**src/rtl/ula_muldiv_ctrl.sv**
```systemverilog
// Multi-cycle MULT/MULTU/DIV/DIVU sequencer that borrows the execute-stage
// ULA for one add (multiply) or subtract (divide) per iteration and owns HI/LO.
//
// state  | meaning
// -------+--------------------------------------------------------------
// IDLE   | waiting for start; latches op and operands when start is seen
// PREP   | take operand magnitudes, record result signs, seed accumulators
// ITER   | one shift-add or restoring-divide step per cycle via the ULA
// FIX    | apply signs, handle divide-by-zero, load HI/LO
// DONE   | done pulse, HI/LO valid
module ula_muldiv_ctrl #(
  parameter int XLEN = 32,
  parameter int ITER = 32
) (
  input  logic            clock,
  input  logic            reset,
  input  logic            start,
  input  logic [1:0]      op,
  input  logic [XLEN-1:0] rs_val,
  input  logic [XLEN-1:0] rt_val,
  input  logic [XLEN-1:0] ula_result,
  output logic [XLEN-1:0] ula_in1,
  output logic [XLEN-1:0] ula_in2,
  output logic [3:0]      ula_op,
  output logic            busy,
  output logic            done,
  output logic            div_by_zero,
  output logic [XLEN-1:0] hi,
  output logic [XLEN-1:0] lo
);

  localparam logic [3:0] ULA_ADD = 4'b0010;
  localparam logic [3:0] ULA_SUB = 4'b0110;
  localparam int CW = $clog2(ITER);

  typedef enum logic [2:0] {S_IDLE, S_PREP, S_ITER, S_FIX, S_DONE} state_t;

  state_t state_q, state_d;
  logic [1:0]      op_q, op_d;
  logic [XLEN-1:0] rs_q, rs_d, rt_q, rt_d;
  // multiply: addend |rs|; divide: divisor |rt|
  logic [XLEN-1:0] opnd_q, opnd_d;
  // multiply: {acc_hi, acc_lo}; divide: {R, Q}
  logic [XLEN-1:0] acc_hi_q, acc_hi_d, acc_lo_q, acc_lo_d;
  logic [CW-1:0]   cnt_q, cnt_d;
  logic            sign_q_q, sign_q_d, sign_r_q, sign_r_d;
  logic [XLEN-1:0] hi_q, hi_d, lo_q, lo_d;
  logic            dbz_q, dbz_d;

  logic            is_div, is_signed;
  logic [XLEN-1:0] mag_rs, mag_rt, r_sh;
  logic            carry, msb;
  logic [2*XLEN-1:0] prod;

  assign is_div    = op_q[1];
  assign is_signed = op_q[0];

  // Next-state, datapath updates and ULA drive; ULA inputs are zero outside ITER.
  always_comb begin
    state_d  = state_q;
    op_d     = op_q;
    rs_d     = rs_q;
    rt_d     = rt_q;
    opnd_d   = opnd_q;
    acc_hi_d = acc_hi_q;
    acc_lo_d = acc_lo_q;
    cnt_d    = cnt_q;
    sign_q_d = sign_q_q;
    sign_r_d = sign_r_q;
    hi_d     = hi_q;
    lo_d     = lo_q;
    dbz_d    = dbz_q;
    ula_op   = 4'b0000;
    ula_in1  = '0;
    ula_in2  = '0;
    mag_rs   = (is_signed && rs_q[XLEN-1]) ? -rs_q : rs_q;
    mag_rt   = (is_signed && rt_q[XLEN-1]) ? -rt_q : rt_q;
    r_sh     = {acc_hi_q[XLEN-2:0], acc_lo_q[XLEN-1]};
    msb      = acc_hi_q[XLEN-1];
    carry    = 1'b0;
    prod     = {acc_hi_q, acc_lo_q};

    case (state_q)
      S_IDLE: begin
        if (start) begin
          op_d    = op;
          rs_d    = rs_val;
          rt_d    = rt_val;
          state_d = S_PREP;
        end
      end
      S_PREP: begin
        sign_q_d = is_signed & (rs_q[XLEN-1] ^ rt_q[XLEN-1]);
        sign_r_d = is_signed & rs_q[XLEN-1];
        opnd_d   = is_div ? mag_rt : mag_rs;
        acc_hi_d = '0;
        acc_lo_d = is_div ? mag_rs : mag_rt;
        cnt_d    = CW'(ITER - 1);
        state_d  = S_ITER;
      end
      S_ITER: begin
        if (!is_div) begin
          ula_op   = ULA_ADD;
          ula_in1  = acc_hi_q;
          ula_in2  = acc_lo_q[0] ? opnd_q : '0;
          carry    = (ula_result < acc_hi_q);
          acc_hi_d = {carry, ula_result[XLEN-1:1]};
          acc_lo_d = {ula_result[0], acc_lo_q[XLEN-1:1]};
        end else begin
          ula_op  = ULA_SUB;
          ula_in1 = r_sh;
          ula_in2 = opnd_q;
          // a set shifted-out msb means the true remainder exceeds XLEN bits,
          // so the subtraction always fits and the wrapped result is exact
          if (msb || (r_sh >= opnd_q)) begin
            acc_hi_d = ula_result;
            acc_lo_d = {acc_lo_q[XLEN-2:0], 1'b1};
          end else begin
            acc_hi_d = r_sh;
            acc_lo_d = {acc_lo_q[XLEN-2:0], 1'b0};
          end
        end
        if (cnt_q == '0) state_d = S_FIX;
        else             cnt_d   = cnt_q - 1'b1;
      end
      S_FIX: begin
        dbz_d = 1'b0;
        if (is_div) begin
          if (rt_q == '0) begin
            hi_d  = rs_q;
            lo_d  = '1;
            dbz_d = 1'b1;
          end else begin
            lo_d = sign_q_q ? -acc_lo_q : acc_lo_q;
            hi_d = sign_r_q ? -acc_hi_q : acc_hi_q;
          end
        end else begin
          if (sign_q_q) prod = -prod;
          hi_d = prod[2*XLEN-1:XLEN];
          lo_d = prod[XLEN-1:0];
        end
        state_d = S_DONE;
      end
      S_DONE: state_d = S_IDLE;
      default: state_d = S_IDLE;
    endcase
  end

  // Register update with synchronous reset that aborts any operation in flight.
  always_ff @(posedge clock) begin
    if (reset) begin
      state_q  <= S_IDLE;
      op_q     <= '0;
      rs_q     <= '0;
      rt_q     <= '0;
      opnd_q   <= '0;
      acc_hi_q <= '0;
      acc_lo_q <= '0;
      cnt_q    <= '0;
      sign_q_q <= 1'b0;
      sign_r_q <= 1'b0;
      hi_q     <= '0;
      lo_q     <= '0;
      dbz_q    <= 1'b0;
    end else begin
      state_q  <= state_d;
      op_q     <= op_d;
      rs_q     <= rs_d;
      rt_q     <= rt_d;
      opnd_q   <= opnd_d;
      acc_hi_q <= acc_hi_d;
      acc_lo_q <= acc_lo_d;
      cnt_q    <= cnt_d;
      sign_q_q <= sign_q_d;
      sign_r_q <= sign_r_d;
      hi_q     <= hi_d;
      lo_q     <= lo_d;
      dbz_q    <= dbz_d;
    end
  end

  assign busy        = (state_q != S_IDLE);
  assign done        = (state_q == S_DONE);
  assign div_by_zero = done & dbz_q;
  assign hi          = hi_q;
  assign lo          = lo_q;

endmodule

```
**config.mk**
```make
export PLATFORM = sky130hd
export DESIGN_NAME = ula_muldiv_ctrl
export DESIGN_NICKNAME = d
export VERILOG_FILES = /design/src/rtl/ula_muldiv_ctrl.sv
export SDC_FILE = /design/constraint.sdc
export NUM_CORES = 1
export LEC_CHECK = 0
export BUFFER_PORTS_ARGS = -buffer_cell sky130_fd_sc_hd__buf_4
export CAP_MARGIN = 25
export CORE_MARGIN = 1
export CORE_UTILIZATION = 45
export DETAILED_ROUTE_END_ITERATION = 6
export PLACE_DENSITY = 0.65
export SLEW_MARGIN = 30
export SYNTH_ARGS = -nofsm -noshare
export SYNTH_HDL_FRONTEND = slang
export SYNTH_SLANG_ARGS = --single-unit
```
**constraint.sdc**
```tcl
create_clock -name clock -period 3.35 [get_ports clock]
set_input_delay 0.67 -clock clock [delete_from_list [all_inputs] [get_ports clock]]
set_output_delay 0.67 -clock clock [all_outputs]
set_load 0.01 [all_outputs]
```
==> results_dict.tcl <==
set metrics [dict create \
    outcome "completed" \
    ys_seq_area_share_pct 29.9 \
    cts_root_buf "clkbuf_16" \
    met2_usage_pct 52.1 \
    antenna_found_initial 0 \
    worst_r2r_path_depth 7 \
    synthArstFlopShare_pct 0 \
    met1_usage_pct 46.3 \
    switching_share_pct 38.2 \
    pin_count 236 \
    critical_path.max_fanout 8 \
    top_usage_layer "met2" \
    stdcell_area_um2 19200 \
    slew_headroom_pct 44.2 \
    hold_violations 0 \
    postCtsResizedCells 0 \
    synth_warnings 0 \
    dr_total_vias 16600 \
    area_growth_pct 21.4 \
    fmax_mhz 318 \
    gp_congestion 0.981 \
    cts_hold_buf 0 \
    final_nets 2410 \
    detail-route-antenna-nets 0 \
    core-area_um2 34600 \
    track_usage_pct 33.6 \
    final_core_util_pct 55.6 \
    path_class "reg2reg" \
    postCtsSetupBuffers 0 \
    grt_pass1_wl_um 93500 \
    postSynthCellCount 2073 \
    worstPathRequired_ns 3.80 \
    cts_tree "yes" \
    cap_violations 0 \
    synth_top_area_share_pct 29.9 \
    hp-class "in2reg" \
    rsz0062_at_grt "false" \
    wl_per_cell_um 22.9 \
    fin_skew_ns 0.0129 \
    h-tree-depth 1 \
    setup_tns_ns 0 \
    fillers 3265 \
    cts_buffers 28 \
    viasPerCell 6.11 \
    drive_gt1_share_pct 18.2 \
    r2r_end "hi[21]" \
    power_density_nw_per_um2 566 \
    p_clk_share_pct 32.1 \
    synth_edf_count 0 \
    clk_path_buf_depth 3 \
    end_kind "flop" \
    clock_sinks 237 \
    max-vdd-ir-drop_mv 0.393 \
    synthDistinctLibCells 78 \
    grt.overflow.total 0 \
    syn_area_um2 15900 \
    num_rows 68 \
    final-setup-viol-count 0 \
    drt-total-wl_um 62300 \
    tightestPinTransition_ns 0.837 \
    drt_pass1_iterations 5 \
    p_sw_w 0.00416 \
    drc 0 \
    placed_cell_area_um2 18200 \
    r2r-start "acc_lo_q[17]" \
    portBuffers 233 \
    grtUsageMet3_pct 5.18 \
    antenna_cells 0 \
    avgSynthCellArea_um2 7.65 \
    start_util_pct 45.8 \
    yosysMostFrequentCell "nand2_1" \
    min_from "ula_result[28]" \
    clk_latency_ns 0.56 \
    internal_power_w 0.00673 \
    grt_max_degree 69 \
    rrSetupSlack_ns 0.20 \
    dieArea_um2 36000 \
    crit_arrival_ns 3.60 \
    yosys-top-cells-count "238 x nand2_1, 237 x dfxtp_1, 196 x a21oi_1" \
    drt_iter0_markers 1696 \
    finalCritPeriodShare_pct 93.9 \
    hold_path_depth 3 \
    drv_slew 0 \
    cp-start-kind "flop" \
    min_delay_worst_endpoint "acc_hi_q[27]" \
    dp_hpwl_um 46600 \
    total_leakage_power_nw 7.33 \
    seq_power_share_pct 31.0 \
    synth_top_area_cell "dfxtp_1" \
    pwr-share-comb_pct 37.0 \
    fin_crit_ns 3.15 \
    clk_pin_slew_ns 0.06 \
    grt_pass1_vias 15100 \
    synth_seq_cells 237 \
    synth_ff_type "dfxtp_1" \
    ys_top_cells_by_area "dfxtp_1 30%, mux2i_1 7.0%, a21oi_1 6.2%" \
    die_h_um 190 \
    die_w_um 190 \
]
routing by layer:
| layer | up-vias | part of all wire, % |
|---|---|---|
| met4 | 0 | 4.6 |
| met1 | 7803 | 43 |
| met3 | 155 | 8.4 |
| li1 | 7714 | - |
| met2 | 912 | 44 |
| met5 | - | 0 |
critical path, cell delays in order, from the launching register on:
cell	delay, ns
dfxtp_1	0.37
or4_4	0.58
or4_1	0.54
or3_1	0.61
o41ai_1	0.40
xnor2_1	0.16
nor3_1	0.06
nor4_1	0.31
registers in the layout, indices dropped and copies added (netlist names):
signal / cells
dbz_q: 1
rs_q: 32
acc_hi_q: 32
cnt_q: 5
hi: 32
opnd_q: 32
op_q: 2
sign_r_q: 1
rt_q: 32
acc_lo_q: 32
sign_q_q: 1
lo: 32
state_q: 3
per-stage QoR:
step                instances  power, W  hold WS [ns]  setup WS [ns]
floorplan                2074   0.00594         0.432          0.498
global placement         2665   0.00729         0.438          0.235
detailed placement       2665   0.00735         0.442          0.220
CTS                      2716    0.0108         0.347          0.230
global route             2716    0.0113         0.367        0.00603
finish                   2716    0.0109         0.353          0.203
cells in the final DEF, fill, tap and decap left out, drive strengths merged, types with 6 or more instances in the layout:
cell type and instances:
buf 320, nand2 238, dfxtp 237, a21oi 196
nor2 193, o21ai 124, mux2i 111, xnor2 101
inv 81, ha 69, nor3 69, xor2 47
clkbuf 40, o31ai 37, a22oi 32, a311oi 31
or3 30, nand3 29, or4 21, nor4 20
a211oi 17, or2 17, o41ai 17, nand4 15
o221ai 13, o211ai 12, and2 12, and4 9
o22a 8, a221oi 7, a31oi 7, o21a 6
nand2b 6, o22ai 6, bufinv 6, a2111oi 6
power by group through the flow:
stage	registers (W)	clock network, W	logic (W)
2_1_floorplan	0.00327	0	0.00267
3_3_place_gp	0.00341	0	0.00387
3_5_place_dp	0.00342	0	0.00393
4_1_cts	0.00336	0.00351	0.00393
5_1_grt	0.00339	0.00362	0.00432
6_report	0.00337	0.00350	0.00403
worst max path at each step:
stage,startpoint,end,slack [ns],cells after the start
finish,acc_lo_q[17],hi[21],0.20,7
global route,acc_lo_q[17],hi[21],0.006,7
CTS,rs_q[2],acc_lo_q[21],0.23,7
detailed placement,acc_lo_q[17],hi[21],0.22,7
global placement,rs_q[2],acc_lo_q[21],0.23,7
floorplan,acc_hi_q[1],hi[22],0.50,12
cell type report:
class | count | area (µm²) | share of cell area [%]
sequential | 237 | 4750 | 24.7
multi-input combinational | 1572 | 10100 | 52.6
clock inverter | 11 | 213 | 1.11
inverter | 81 | 304 | 1.58
tap | 455 | 569 | 2.96
timing repair buffer | 320 | 2440 | 12.7
clock buffer | 40 | 837 | 4.35
kinds of logic (layout without fill, tap and decap cells):
| logic type | Yosys count | count (layout) | share of synthesized area (%) |
|---|---|---|---|
| buffers and inverters | 265 | 452 | 6.56 |
| adders and majority gates | 69 | 69 | 5.44 |
| DFF | 237 | 237 | 29.9 |
| AOI/OAI and AO/OA | 554 | 554 | 22.6 |
| and+or+nand+nor | 687 | 687 | 20.3 |
| other | 1 | 2 | 0.0236 |
| muxes | 112 | 112 | 7.08 |
| xor gates and xnor gates | 148 | 148 | 8.17 |
Note: power is estimated with default switching activity, not from simulation.
